<file path="config.mk">
export PLATFORM = sky130hd
export DESIGN_NAME = ltc1666_write_arbiter
export DESIGN_NICKNAME = d
export VERILOG_FILES = /design/src/rtl/ltc1666_write_arbiter.sv
export SDC_FILE = /design/constraint.sdc
export NUM_CORES = 1
export LEC_CHECK = 0
export CORE_ASPECT_RATIO = 0.6
export CORE_MARGIN = 3
export CORE_UTILIZATION = 51
export CTS_CLUSTER_DIAMETER = 80
export CTS_CLUSTER_SIZE = 30
export DETAILED_ROUTE_END_ITERATION = 10
export GPL_TIMING_DRIVEN = 0
export PLACE_DENSITY = 0.81
export SLEW_MARGIN = 20
export SYNTH_ARGS = -nofsm -noshare
export SYNTH_HDL_FRONTEND = slang
export SYNTH_SLANG_ARGS = --single-unit
</file>
<file path="constraint.sdc">
create_clock -name clk -period 2.79 [get_ports clk]
set_input_delay 0.6975 -clock clk [delete_from_list [all_inputs] [get_ports clk]]
set_output_delay 0.6975 -clock clk [all_outputs]
set_load 0.03 [all_outputs]
</file>
<file path="src/rtl/ltc1666_write_arbiter.sv">
// Round-robin arbiter/sequencer sharing one LTC1666 parallel DAC write path among N_REQ requesters.
// Define DAC_ARB_HOLDOFF_EN to add a HOLDOFF_CYCLES idle gap after every acknowledged write.
module ltc1666_write_arbiter #(
  parameter int N_REQ          = 4,
  parameter int TIMEOUT_CYCLES = 255,
  parameter int HOLDOFF_CYCLES = 16
) (
  input  logic                     clk,
  input  logic                     reset,
  input  logic [N_REQ-1:0]         req,
  input  logic [16*N_REQ-1:0]      req_data,
  output logic [N_REQ-1:0]         ack,
  output logic [$clog2(N_REQ)-1:0] grant_id,
  output logic                     arb_busy,
  output logic                     fault,
  output logic                     start,
  output logic [15:0]              dac_data,
  input  logic                     dac_busy
);

  localparam int GID_W = $clog2(N_REQ);
  localparam logic [15:0] TO_LAST = 16'(TIMEOUT_CYCLES - 1);

`ifdef DAC_ARB_HOLDOFF_EN
  typedef enum logic [2:0] {IDLE, ISSUE, WAIT_BUSY, WAIT_DONE, HOLDOFF} state_t;
  localparam logic [15:0] HOLD_LAST = 16'(HOLDOFF_CYCLES - 1);
  logic [15:0] hold_cnt, hold_cnt_d;
`else
  typedef enum logic [2:0] {IDLE, ISSUE, WAIT_BUSY, WAIT_DONE} state_t;
`endif

  state_t           state, state_d;
  logic [15:0]      to_cnt, to_cnt_d;
  logic [GID_W-1:0] last_grant, last_grant_d;
  logic [GID_W-1:0] grant_id_d;
  logic [15:0]      dac_data_d;
  logic [N_REQ-1:0] ack_d;
  logic             start_d, fault_d, arb_busy_d, done;

  logic             sel_found;
  logic [GID_W-1:0] sel_id, cand;
  logic [15:0]      sel_word;

  // Round-robin pick: first set request searching upward from last_grant+1, wrapping.
  always_comb begin
    sel_found = 1'b0;
    sel_id    = '0;
    sel_word  = '0;
    cand      = '0;
    for (int k = 1; k <= N_REQ; k++) begin
      cand = GID_W'((int'(last_grant) + k) % N_REQ);
      if (!sel_found && req[cand]) begin
        sel_found = 1'b1;
        sel_id    = cand;
        sel_word  = req_data[{cand, 4'b0000} +: 16];
      end
    end
  end

  // NOTE: every signal written here gets a default first, so no path can infer a latch.
  always_comb begin
    state_d      = state;
    to_cnt_d     = to_cnt;
    last_grant_d = last_grant;
    grant_id_d   = grant_id;
    dac_data_d   = dac_data;
    start_d      = 1'b0;
    ack_d        = '0;
    fault_d      = fault;
    done         = 1'b0;
`ifdef DAC_ARB_HOLDOFF_EN
    hold_cnt_d   = hold_cnt;
`endif

    case (state)
      IDLE: begin
        if (sel_found) begin
          grant_id_d = sel_id;
          dac_data_d = sel_word;
          start_d    = 1'b1;
          state_d    = ISSUE;
        end
      end
      ISSUE: begin
        to_cnt_d = '0;
        state_d  = WAIT_BUSY;
      end
      WAIT_BUSY: begin
        if (dac_busy) begin
          to_cnt_d = '0;
          state_d  = WAIT_DONE;
        end else if (to_cnt == TO_LAST) begin
          fault_d = 1'b1;
          done    = 1'b1;
        end else begin
          to_cnt_d = to_cnt + 16'd1;
        end
      end
      WAIT_DONE: begin
        if (!dac_busy) begin
          done = 1'b1;
        end else if (to_cnt == TO_LAST) begin
          // A stuck interface still completes the write so the requester never hangs.
          fault_d = 1'b1;
          done    = 1'b1;
        end else begin
          to_cnt_d = to_cnt + 16'd1;
        end
      end
`ifdef DAC_ARB_HOLDOFF_EN
      HOLDOFF: begin
        if (hold_cnt == HOLD_LAST) state_d = IDLE;
        else                       hold_cnt_d = hold_cnt + 16'd1;
      end
`endif
      default: state_d = IDLE;
    endcase

    if (done) begin
      ack_d[grant_id] = 1'b1;
      last_grant_d    = grant_id;
      to_cnt_d        = '0;
`ifdef DAC_ARB_HOLDOFF_EN
      if (HOLDOFF_CYCLES > 0) begin
        state_d    = HOLDOFF;
        hold_cnt_d = '0;
      end else begin
        state_d = IDLE;
      end
`else
      state_d = IDLE;
`endif
    end

    // Busy also covers the ack cycle, where the FSM is already back in IDLE.
    arb_busy_d = (state_d != IDLE) || done;
  end

  // NOTE: sequential state uses non-blocking assignments so all registers update together.
  always_ff @(posedge clk or posedge reset) begin
    if (reset) begin
      state      <= IDLE;
      to_cnt     <= '0;
      last_grant <= GID_W'(N_REQ - 1);
      grant_id   <= '0;
      dac_data   <= '0;
      start      <= 1'b0;
      ack        <= '0;
      fault      <= 1'b0;
      arb_busy   <= 1'b0;
`ifdef DAC_ARB_HOLDOFF_EN
      hold_cnt   <= '0;
`endif
    end else begin
      state      <= state_d;
      to_cnt     <= to_cnt_d;
      last_grant <= last_grant_d;
      grant_id   <= grant_id_d;
      dac_data   <= dac_data_d;
      start      <= start_d;
      ack        <= ack_d;
      fault      <= fault_d;
      arb_busy   <= arb_busy_d;
`ifdef DAC_ARB_HOLDOFF_EN
      hold_cnt   <= hold_cnt_d;
`endif
    end
  end

endmodule

</file>
==> After elaboration in Yosys (flattened, before gate mapping) <==
Cells that the tools add are included.
{ "classes": {"div": 0, "shifts": 4, "bitwise_logic": 0, "n_eq_ne": 7, "order_cmp": 6, "addsub": 5, "n_mux": 42, "n_mul": 0, "reduce_logical": 15} }
{ "op_table": {"columns": ["cell", "n"], "rows": [
  ["64-bit by 7-bit variable part select with 16-bit output", 4],
  ["16-bit 2-to-1 mux", 8],
  ["16-bit case mux with 3 select lines", 1],
  ["1-bit 2-to-1 mux", 17],
  ["16-bit by 1-bit adder with 16-bit output, second input constant", 1],
  ["16-bit by 8-bit equality test with 1-bit output, second input constant", 1],
  ["2-bit by 3-bit less-than comparator with 1-bit output, second input constant", 5],
  ["3-bit case mux with 4 select lines", 1],
  ["3-bit 2-to-1 mux", 3],
  ["1-bit binary-select mux with 2-bit select", 4],
  ["2-bit 2-to-1 mux", 4],
  ["3-bit by 2-bit equality test with 1-bit output, second input constant", 2],
  ["2-bit by 1-bit adder with 2-bit output, second input constant", 2],
  ["2-bit adder, second input constant", 2],
  ["1-bit logical AND", 4],
  ["4-bit 2-to-1 mux", 1],
  ["2-bit inequality test, second input constant", 2],
  ["1-bit case mux with 2 select lines", 2],
  ["2-bit AND reduction", 2],
  ["4-bit nonzero test", 1],
  ["3-bit by 1-bit equality test with 1-bit output, second input constant", 1],
  ["1-bit zero test", 3],
  ["3-bit zero test", 1],
  ["3-bit inequality test, second input constant", 1],
  ["6 further kinds", 6]
]} }
{ "totals": {"rom_bits": 0, "output_inout_bits": 25, "latch_bits": 0, "n_memories": 0, "wordCells": 88, "input_bits": 71, "register_bits": 46, "ram_bits": 0} }

==> Logic depth before layout (Yosys ltp) <==
{ "depth": {"depth_word": 18, "depth_mapped": 9} }

==> Least setup slack after synthesis <==
Ideal clock, no wire load.
{ "synth_path": {"kind": "input port to flip-flop", "from": "input port req[2]", "to": "register dac_data[15]", "arrival_ns": 2.135, "setup_time_ns": 0.144, "setup_slack_ns": 0.512, "stages": 7, "path_buffers": 2, "path_cell_list": "buf_2 > nor2_1 > or4b_1 > o211a_1 > clkbuf_1 > a21oi_1 > o31ai_2"} }
{ "synth_via": {"elab_chain_cells": 13, "word_cells_on_any_way": 23, "classes_between": "mux (16); reduce/logical (7)"} }
{ "synth_lines": {"columns": ["item", "line_no", "source"], "rows": [
  ["from (decl)", "10", "input logic [N_REQ-1:0] req,"],
  ["1-bit binary-select mux with 2-bit select", "52", "if (!sel_found && req[cand]) begin"],
  ["1-bit 2-to-1 mux (implied by the code)", "52", null],
  ["1-bit 2-to-1 mux", "52", null],
  ["1-bit zero test", "52", null],
  ["1-bit logical AND", "52", null],
  ["1-bit 2-to-1 mux", "52", null],
  ["1-bit zero test", "52", null],
  ["1-bit logical AND", "52", null],
  ["1-bit 2-to-1 mux", "52", null],
  ["1-bit zero test", "52", null],
  ["1-bit logical AND", "52", null],
  ["1-bit 2-to-1 mux", "52", null],
  ["2-bit AND reduction (no source line)", null, null],
  ["to (signal assigned)", "159", "dac_data <= dac_data_d;"],
  ["to (decl)", "17", "output logic [15:0] dac_data,"]
]} }
Several ways; a longest one is shown, not always the timed one. The select of a mux whose other input is x is not followed.
A chain may end at the register's enable or synchronous reset.

==> Worst setup path after layout <==
{ "layout_path": {"from": "input port req[3]", "to": "register dac_data[2]"} }
The elaborated chain is that of the path after synthesis.

==> metrics.txt <==
status=finished clean; post-synthesis xor/xnor area fraction=3.01%; Warnings, synthesis=0; Worst Tran Pin Value=around 0.73 ns; worst path cell trace=clkdlybuf4s50_1 -> buf_2 -> mux4_2 -> clkbuf_1 -> nand3_1 -> nor4b_1 -> o31ai_2; CTS tree=done; Avg Synthesized Cell Area=~8.5 um2; post-cts hold buffer count=0; Pins Over Slew Limit=0; row count=24; Req. time, crit path=around 3.0 ns; Post-Place Setup Slack=-0.529 ns; Die Height=roughly 75 um; number of global-route vias before repair=roughly 4200; Starting Density=around 54%; Slew HR=51.3%; Die ar.=between 0.009 and 0.01 mm2; Clock Tree Buf Depth=2; port bufs=95; Post-synth top flop=dfrtp_1; routability cong.=1.01; final hold vios=0; RSZ-0062 raised after global routing=yes; Hold Crit Class=register to register; clock sinks=46; post-route ant nets=0; post-DP HPWL=just over 10000 um; Post-Route WL=about 14000 um; Max Clk Rate=around 360 MHz; Reg clk slew, reported paths=~0.07 ns; crit end category=register; post-synthesis simple-gate area fraction=27.9%; EDFF count, synth=0; via count of the routed design=around 4500; Root Buffer=clkbuf_16; reg2reg path depth=9; final setup margin=between 0.03 and 0.04 ns; CTS buffer count=5; Yosys reg bits=46; Clock Latency Late Sink=~0.3 ns; fin area=~0.0054 mm2; nets@finish=656; Die W=121 um; total global-route track usage=around 30%; post-synthesis adder-cell area fraction=less than 1%; Iter 0 DRT Violations=720; post-synth cell types=61; critical path peak fanout=10; Arrival @ worst endpoint=2.92 ns; max-cap violations=0; ANT cells=0; share of layout cells above drive strength 1=approximately an eighth; Slowest cell on crit path=mux4_2; Seq/Total Area, Yosys=about 28%; final global-route overflow total=0; largest delay contributor family on the critical path=buffers and inverters; DR WL/cell=between 20 and 25 um; largest family of logic cells by synthesized area=simple AND/OR/NAND/NOR gates; Stages on worst setup path=7; Synth Cell Area=around 0.0041 mm2; Final Cycle Share=a little over nine tenths; critical path type=input port to register; DR pass1 iterations=6; Core Footprint=between 0.007 and 0.008 mm2; Hold Crit Depth=2; synthesized netlist cell count=480; io pins=96; Synthesized Nets=553; CP peak stage delay=about 0.6 ns; drt via density=between 6 and 7; initial antenna violation count=0; Worst Setup Start Kind=input port; Compound-Gate Fraction of Synth Area=between 15 and 20%; drt drc=0; Area Overhead vs Synth=32.5%; largest net degree at the start of global routing=35; cell area after placement=0.00517 mm2; PwrDens=between 800 and 900 mW/mm2; Clock Skew=0.00588 ns; first-pass GRT wire length=approximately 21000 um; H-Tree Level Count=2; mux contribution to synthesized area=between 10% and 20%; fraction of registers with async set/reset=between 90% and 100%; Buf/Inv on CP=3; worst vdd ir=roughly 0.37 mV; leak pwr=between 0.002 and 0.0025 uW; final worst path period need=2.75 ns; endpoints failing setup=0
-- worst register-to-register path: cells and delay by family (launching register included) --
kind | cells | cell delay [ns]
buffers and inverters | 4 | 0.98
AND/OR/NAND/NOR | 3 | 0.55
flip-flops | 1 | 0.51
multiplexers | 1 | 0.42
AO/OA/AOI/OAI | 1 | 0.12
-- area by class of cell --
| class | instances | area, um2 |
|---|---|---|
| clock inverter | 3 | 27.5 |
| timing repair buffer | 97 | 978 |
| fill | 592 | 2110 |
| multi-input combinational | 388 | 2750 |
| buffer | 38 | 204 |
| inverter | 7 | 26.3 |
| sequential | 46 | 1150 |
| tap | 104 | 130 |
| clock buffer | 5 | 125 |
-- kinds of logic (layout without fill, tap and decap cells) --
logic type      count (synthesis)  count (layout)
flops                          46              46
other cells                     1               1
simple gates                  218             218
mux                            67              67
xor+xnor                       14              14
compound gates                 86              86
fa+ha+maj                       2               2
buf+inv                        46             150
-- Yosys cell counts (3+ instances only) --
cell type | n | area (um2)
nand2_1 | 93 | 349
mux2i_1 | 65 | 651
dfrtp_1 | 44 | 1100
nor2_1 | 26 | 97.6
nand3_1 | 21 | 105
a21oi_1 | 18 | 90.1
buf_2 | 17 | 85.1
and2_1 | 16 | 100
nor4b_1 | 16 | 140
o22ai_1 | 16 | 100
clkbuf_1 | 13 | 48.8
xnor2_1 | 13 | 114
a221oi_2 | 10 | 150
o31ai_2 | 9 | 113
nor3_1 | 8 | 40.0
o31ai_1 | 7 | 52.6
a221oi_1 | 6 | 52.6
inv_1 | 6 | 22.5
buf_4 | 5 | 37.5
nor3b_1 | 5 | 37.5
nor4_1 | 4 | 25.0
o21ai_0 | 4 | 20.0
and3_1 | 3 | 18.8
and4_1 | 3 | 26.3
buf_1 | 3 | 11.3
nand4_1 | 3 | 18.8
o21ai_1 | 3 | 15.0
-- through the flow --
step                instances  utilization (%)  power, uW  hold slack, ns  setup TNS, ns
global placement          679             68.7       3550           0.455          -6.41
CTS                       687             71.1       4270           0.491              0
detailed placement        680             68.9       3630           0.475          -7.09
finish                    688             71.9       4390           0.489              0
floorplan                 480                -       2750           0.462              0
global route              688             71.9       4590           0.515       -0.00779
-- registers in the layout, indices dropped and copies added, names as in the netlist --
| name | cells |
|---|---|
| ack | 4 |
| arb_busy | 1 |
| dac_data | 16 |
| fault | 1 |
| grant_id | 2 |
| last_grant | 2 |
| start | 1 |
| state | 3 |
| to_cnt | 16 |
-- what timing repair did --
item	in CTS	in global routing
gates resized for setup	6	14
setup buffers	0	1
pin swaps	0	1
setup endpoints to repair	12	17
gates cloned	0	0
-- path summary, 6_finish.rpt --
path / start / to / slack [ns]
worst max register to register: last_grant[1] / dac_data[11] / 0.09
worst min register to register: dac_data[4] / dac_data[4] / 0.49
max in group asynchronous: reset / last_grant[1] / 1.54
worst min-delay path: dac_data[4] / dac_data[4] / 0.49
worst max-delay path: req[3] / dac_data[2] / 0.04
min in group asynchronous: reset / start / 0.67
-- placed cells by master (no fill, tap or decap), types with 3 or more instances in the layout --
cell	synthesis	routed
clkbuf_2	0	5
nor2_1	26	26
nand2_1	93	93
nor4b_2	0	3
nand4_1	3	3
mux2i_1	65	65
and2_1	16	16
o31ai_1	7	7
clkbuf_16	0	5
nor4_1	4	3
dfrtp_1	44	44
nand3_1	21	21
a21oi_1	18	18
nor3b_1	5	5
clkdlybuf4s50_1	0	95
buf_4	5	7
xnor2_1	13	13
o22ai_1	16	16
nor3_1	8	8
o31ai_2	9	9
a221oi_2	10	10
and3_1	3	3
a221oi_1	6	6
nor4b_1	16	13
o21ai_0	4	4
inv_1	6	5
and4_1	3	3
clkbuf_1	13	8
buf_2	17	14
-- power breakdown --
group	leakage [uW]	internal (uW)	switching [uW]
clock network	0.0000723	342	298
logic	0.00162	1110	1690
registers	0.000599	833	115
-- metal layers --
layer | track usage, % | vias up | wire, um
li1 | - | 1975 | -
met1 | 43.9 | 2067 | 5980
met2 | 45.0 | 357 | 5910
met3 | 5.63 | 55 | 1580
met4 | 8.94 | 0 | 333
met5 | 0 | - | 0
(Power assumes the default switching activity.)
